<file path="src/rtl/hazard_ctrl.sv">
// Pipeline hazard unit: operand forwarding, load-use/branch/memory-wait stall and flush, memory timeout, perf counters.
// Stall/flush/forward outputs are combinational; FSM, fault flag and counters update on clk.
module hazard_ctrl #(
    parameter int REG_ADDR_WIDTH = 5,
    parameter int TIMEOUT_WIDTH  = 8,
    parameter int CNT_WIDTH      = 16
) (
    input  logic                      clk,
    input  logic                      rst,
    input  logic [REG_ADDR_WIDTH-1:0] id_rs1,
    input  logic [REG_ADDR_WIDTH-1:0] id_rs2,
    input  logic [REG_ADDR_WIDTH-1:0] ex_rs1,
    input  logic [REG_ADDR_WIDTH-1:0] ex_rs2,
    input  logic [REG_ADDR_WIDTH-1:0] ex_rd,
    input  logic                      ex_RegWEn,
    input  logic                      ex_MemRead,
    input  logic [REG_ADDR_WIDTH-1:0] mem_rd,
    input  logic                      mem_RegWEn,
    input  logic [REG_ADDR_WIDTH-1:0] wb_rd,
    input  logic                      wb_RegWEn,
    input  logic                      ex_PCSel,
    input  logic                      mem_access,
    input  logic                      dmem_ready,
    output logic                      StallF,
    output logic                      StallD,
    output logic                      StallE,
    output logic                      StallM,
    output logic                      FlushD,
    output logic                      FlushE,
    output logic                      FlushW,
    output logic [1:0]                FwdA,
    output logic [1:0]                FwdB,
    output logic                      mem_fault,
    output logic [CNT_WIDTH-1:0]      stall_cycles,
    output logic [CNT_WIDTH-1:0]      flush_count
);
    typedef enum logic [1:0] {RUN = 2'd0, MWAIT = 2'd1, FAULT = 2'd2} state_t;

    state_t                   state_q;
    logic [TIMEOUT_WIDTH-1:0] wait_q;
    logic [CNT_WIDTH-1:0]     stall_cnt_q, stall_cnt_d;
    logic [CNT_WIDTH-1:0]     flush_cnt_q, flush_cnt_d;
    logic                     mem_stall, branch_flush, load_use;
    logic                     unused_ex_regwen;

    // A load always writes its destination, so the EX write enable adds nothing here.
    assign unused_ex_regwen = ex_RegWEn;

    always_comb begin
        FwdA = 2'b00;
        if (mem_RegWEn && mem_rd != '0 && mem_rd == ex_rs1)
            FwdA = 2'b10;
        else if (wb_RegWEn && wb_rd != '0 && wb_rd == ex_rs1)
            FwdA = 2'b01;
        FwdB = 2'b00;
        if (mem_RegWEn && mem_rd != '0 && mem_rd == ex_rs2)
            FwdB = 2'b10;
        else if (wb_RegWEn && wb_rd != '0 && wb_rd == ex_rs2)
            FwdB = 2'b01;
    end

    // Memory stall freezes everything and holds EX, so a taken branch survives to the release cycle.
    assign mem_stall    = (mem_access && !dmem_ready) || (state_q == FAULT);
    assign branch_flush = ex_PCSel && !mem_stall;
    assign load_use     = ex_MemRead && (ex_rd != '0)
                          && ((ex_rd == id_rs1) || (ex_rd == id_rs2))
                          && !mem_stall && !ex_PCSel;

    assign StallF    = mem_stall || load_use;
    assign StallD    = mem_stall || load_use;
    assign StallE    = mem_stall;
    assign StallM    = mem_stall;
    assign FlushD    = branch_flush;
    assign FlushE    = branch_flush || load_use;
    assign FlushW    = mem_stall;
    assign mem_fault = (state_q == FAULT);

    assign stall_cnt_d  = (StallF && stall_cnt_q != '1) ? stall_cnt_q + 1'b1 : stall_cnt_q;
    assign flush_cnt_d  = (FlushD && flush_cnt_q != '1) ? flush_cnt_q + 1'b1 : flush_cnt_q;
    assign stall_cycles = stall_cnt_q;
    assign flush_count  = flush_cnt_q;

    always_ff @(posedge clk) begin
        if (rst) begin
            state_q     <= RUN;
            wait_q      <= '0;
            stall_cnt_q <= '0;
            flush_cnt_q <= '0;
        end else begin
            stall_cnt_q <= stall_cnt_d;
            flush_cnt_q <= flush_cnt_d;
            case (state_q)
                RUN: begin
                    wait_q <= '0;
                    if (mem_access && !dmem_ready)
                        state_q <= MWAIT;
                end
                MWAIT: begin
                    if (dmem_ready) begin
                        state_q <= RUN;
                        wait_q  <= '0;
                    end else if (wait_q == '1) begin
                        state_q <= FAULT;
                    end else begin
                        wait_q <= wait_q + 1'b1;
                    end
                end
                FAULT:   state_q <= FAULT;
                default: state_q <= RUN;
            endcase
        end
    end
endmodule
</file>
<file path="config.mk">
export PLATFORM = sky130hd
export DESIGN_NAME = hazard_ctrl
export DESIGN_NICKNAME = d
export VERILOG_FILES = /design/src/rtl/hazard_ctrl.sv
export SDC_FILE = /design/constraint.sdc
export NUM_CORES = 1
export LEC_CHECK = 0
export CAP_MARGIN = 0
export CORE_ASPECT_RATIO = 0.8
export CORE_MARGIN = 2
export CORE_UTILIZATION = 45
export CTS_CLUSTER_SIZE = 8
export DETAILED_ROUTE_END_ITERATION = 6
export PLACE_DENSITY = 0.8
export RECOVER_POWER = 100
export SLEW_MARGIN = 5
export SYNTH_ARGS = -nofsm -noshare
export SYNTH_HDL_FRONTEND = slang
export SYNTH_SLANG_ARGS = --single-unit
</file>
<file path="constraint.sdc">
create_clock -name clk -period 2.1 [get_ports clk]
set_input_delay 0.21 -clock clk [delete_from_list [all_inputs] [get_ports clk]]
set_output_delay 0.21 -clock clk [all_outputs]
set_load 0.01 [all_outputs]
</file>
==> reports/qor.yml <==
placement:
  dp_slack_ps: -508
  dp_hpwl_um: 5250
  globalplace.congestion: 0.836
  postPlaceCellArea_sq_um: 3690
  dpl.cell_count: 468
  io_buffers: 86
clock_tree:
  cts_tree: "done"
  clk_pin_slew_ps: 80
  cts-buffers-inserted: 5
  h-tree-depth: 2
  cts.sinks: 42
  clkLatencyLatePin_ps: 300
  clock_path_buffers: 2
  cts_root_buf: "clkbuf_8"
  hold_buffers: 0
worst_setup_path:
  worst_ep_arrival_time_ps: 1820
  critPathMaxFanout: 2
  rrSetupSlack_ps: 180
  critPathCaptureType: "output pin"
  crit_type: "input port to output pin"
  r2r-start: "stall_cycles[3]$_SDFFE_PP0P_"
  r2r_end: "stall_cycles[0]$_SDFFE_PP0P_"
  cp.required_ps: 1890
  worstSetupStartpointType: "input port"
  r2r_cells: 6
grt:
  grt_pass1_wl_um: 10600
  grt_max_degree: 20
  overflow: 0
  grt_pass1_vias: 2327
  grt.total_usage_pct: 21.5
  antenna_found_initial: 0
final_layout:
  antenna_cells: 0
  final_area_sq_um: 3860
  stdcell_count: 477
  syn2layout_area_growth_pct: 54.6
  drive_gt1_share_pct: 17.7
  fin_nets: 458
timing:
  grt_setup_unrepaired: "false"
  min_period_over_period_pct: 96.5
  maxSlewViolCount: 0
  finClkSkew_ps: 4.76
  slew_headroom_pct: 71.0
  min_period_ps: 2030
  fmax_mhz: 493
  hold_viol_final: 0
  setup_violations: 0
  tightest_slew_ps: 435
  fin_ws_ps: 73.0
pwr:
  p_per_area_nw_per_um2: 461
  pwr-share-clk_pct: 35.8
  seqPwrFrac_pct: 45.6
  finalPower_w: 0.00178
  p_int_w: 0.00135
  combPwrFrac_pct: 18.6
  p_sw_w: 0.000436
  swShare_pct: 24.5
  vdd_drop_max_v: 0.000380
  leakage_nw: 1.66
routing:
  vias: 2540
  drc_errors: 0
  drt.antenna.violating_nets: 0
  viasPerCell: 5.32
  drt-wirelength-per-cell_um: 14.3
  drt_iter0_drc: 142
  routed_wl_um: 6830
  drt_pass1_iterations: 4
floorplan:
  design.core.area_sq_um: 5410
  start_util_pct: 46.2
  rows: 24
  die_h_um: 70.7
  num_io_pins: 88
  fp.dieArea_sq_um: 6170
  dieWidth_um: 87.3
synth:
  synth.avg_cell_area_sq_um: 8.65
  syn-num-nets: 336
  ys_types: 56
  synthArstFlopShare_pct: 0
  synth_ff_type: "dfxtp_1"
  synth_area_sq_um: 2500
  synth-edff-count: 0
  synthCells: 289
  ys_ff_latch: 42
  yosys_warnings: 0
  ys_seq_area_share_pct: 33.7
worst_hold_path:
  min_path_type: "flip-flop to flip-flop"
  min_from: "wait_q[1]$_SDFFE_PP0P_"
  hold_end: "wait_q[1]$_SDFFE_PP0P_"
  hold_depth: 2
run:
  drv_cap: 0
run_status:
  status: "finished clean"
==> worst max-delay path by stage <==
stage	start	endpoint	depth (start not counted)
2_1_floorplan	state_q[1]$_SDFFE_PP0P_	stall_cycles[7]$_SDFFE_PP0P_	6
3_3_place_gp	mem_rd[3]	FwdB[0]	6
3_5_place_dp	mem_rd[3]	FwdB[0]	6
4_1_cts	mem_rd[3]	FwdB[0]	6
5_1_grt	mem_rd[4]	FwdA[0]	6
6_report	mem_rd[4]	FwdA[0]	6
==> cells in the mapped netlist, types with 2 or more instances <==
cell | n | area share (%)
a21oi_1 | 7 | 1.4
and3_1 | 10 | 2.5
and4_1 | 3 | 1.1
buf_1 | 2 | 0.30
buf_4 | 3 | 0.90
clkbuf_1 | 3 | 0.45
dfxtp_1 | 42 | 34
ha_1 | 3 | 1.5
inv_1 | 5 | 0.75
mux2_2 | 3 | 1.4
mux2_4 | 2 | 1.2
mux2i_1 | 2 | 0.80
nand2_1 | 19 | 2.9
nand3_1 | 20 | 4.0
nand4_1 | 13 | 3.3
nand4b_1 | 3 | 1.1
nor2_1 | 36 | 5.4
nor2b_1 | 6 | 1.5
nor3_1 | 2 | 0.40
nor3_2 | 2 | 0.80
nor4_1 | 7 | 1.8
nor4b_1 | 2 | 0.70
o211a_1 | 2 | 0.80
o21a_1 | 2 | 0.60
o21ai_0 | 4 | 0.80
o31a_1 | 2 | 0.70
or3_1 | 2 | 0.50
or4_1 | 5 | 1.5
xnor2_1 | 18 | 6.3
xor2_1 | 33 | 12
==> sequential cells by signal, summed over array words and instances (netlist names) <==
register      cells
flush_count      16
stall_cycles     16
wait_q            8
state_q           2
==> cell usage in the layout, fill, tap and decap left out, types with 10 or more instances in the layout <==
cell and n:
xnor2_1 18, buf_4 34, dlygate4sd3_1 34, nand2_1 19
nand4_1 13, nand3_1 20, xor2_1 33, dfxtp_1 42
clkdlybuf4s50_1 34, nor2_1 36, and3_1 10
==> metal layers <==
metal  GRT usage (%)  vias to the layer above  part of all wire (%)
li1                -                     1279                     -
met1            28.1                     1160                    45
met2            34.8                       90                    46
met3            5.60                       11                   8.6
met4            6.50                        0                   1.1
met5               0                        -                     0
==> worst max-delay path: stages <==
cell             delay, ps
clkdlybuf4s50_1        450
or4_4                  450
o21ai_4                180
nor4_2                  80
nor4_2                 270
buf_2                  170
==> through the flow <==
step | hold WS (ps) | TNS (ps) | util, %
global route | 515 | 0 | 71.5
CTS | 488 | -120 | 70.7
finish | 487 | 0 | 71.5
detailed placement | 477 | -4860 | 68.3
global placement | 460 | -4200 | 68.3
floorplan | 382 | 0 | -
==> cell type report <==
| type | count | area, sq um |
|---|---|---|
| Inverter | 6 | 22.5 |
| Tap cell | 65 | 81.3 |
| Multi-Input combinational cell | 231 | 1630 |
| Clock inverter | 3 | 40.0 |
| Fill cell | 427 | 1540 |
| Sequential cell | 42 | 841 |
| Clock buffer | 5 | 68.8 |
| Timing Repair Buffer | 125 | 1180 |
==> repair_timing <==
action / in CTS / in global routing
pin swaps: 3 / 8
resized for setup: 29 / 15
setup buffers: 0 / 1
setup endpoints to repair: 7 / 8
==> cell families (layout without fill, tap and decap cells) <==
logic type                 count (synthesis)  after routing  synth area share [%]
adders and majority gates                  3              3                  1.50
and+or+nand+nor                          140            140                  31.2
DFF                                       42             42                  33.7
buffers and inverters                     16            139                  3.20
AOI/OAI and AO/OA                         30             30                  9.21
muxes                                      7              7                  3.36
xor gates and xnor gates                  51             51                  17.9
==> power by group through the flow <==
| stage | Combinational [W] | Clock, W | Sequential [W] |
|---|---|---|---|
| final | 0.000332 | 0.000638 | 0.000811 |
| after global placement | 0.000323 | 0 | 0.000830 |
| after CTS | 0.000331 | 0.000644 | 0.000811 |
| after floorplan | 0.000123 | 0 | 0.000835 |
| after detailed placement | 0.000330 | 0 | 0.000830 |
| after global routing | 0.000358 | 0.000678 | 0.000813 |
Power figures use the tool's default switching activity.
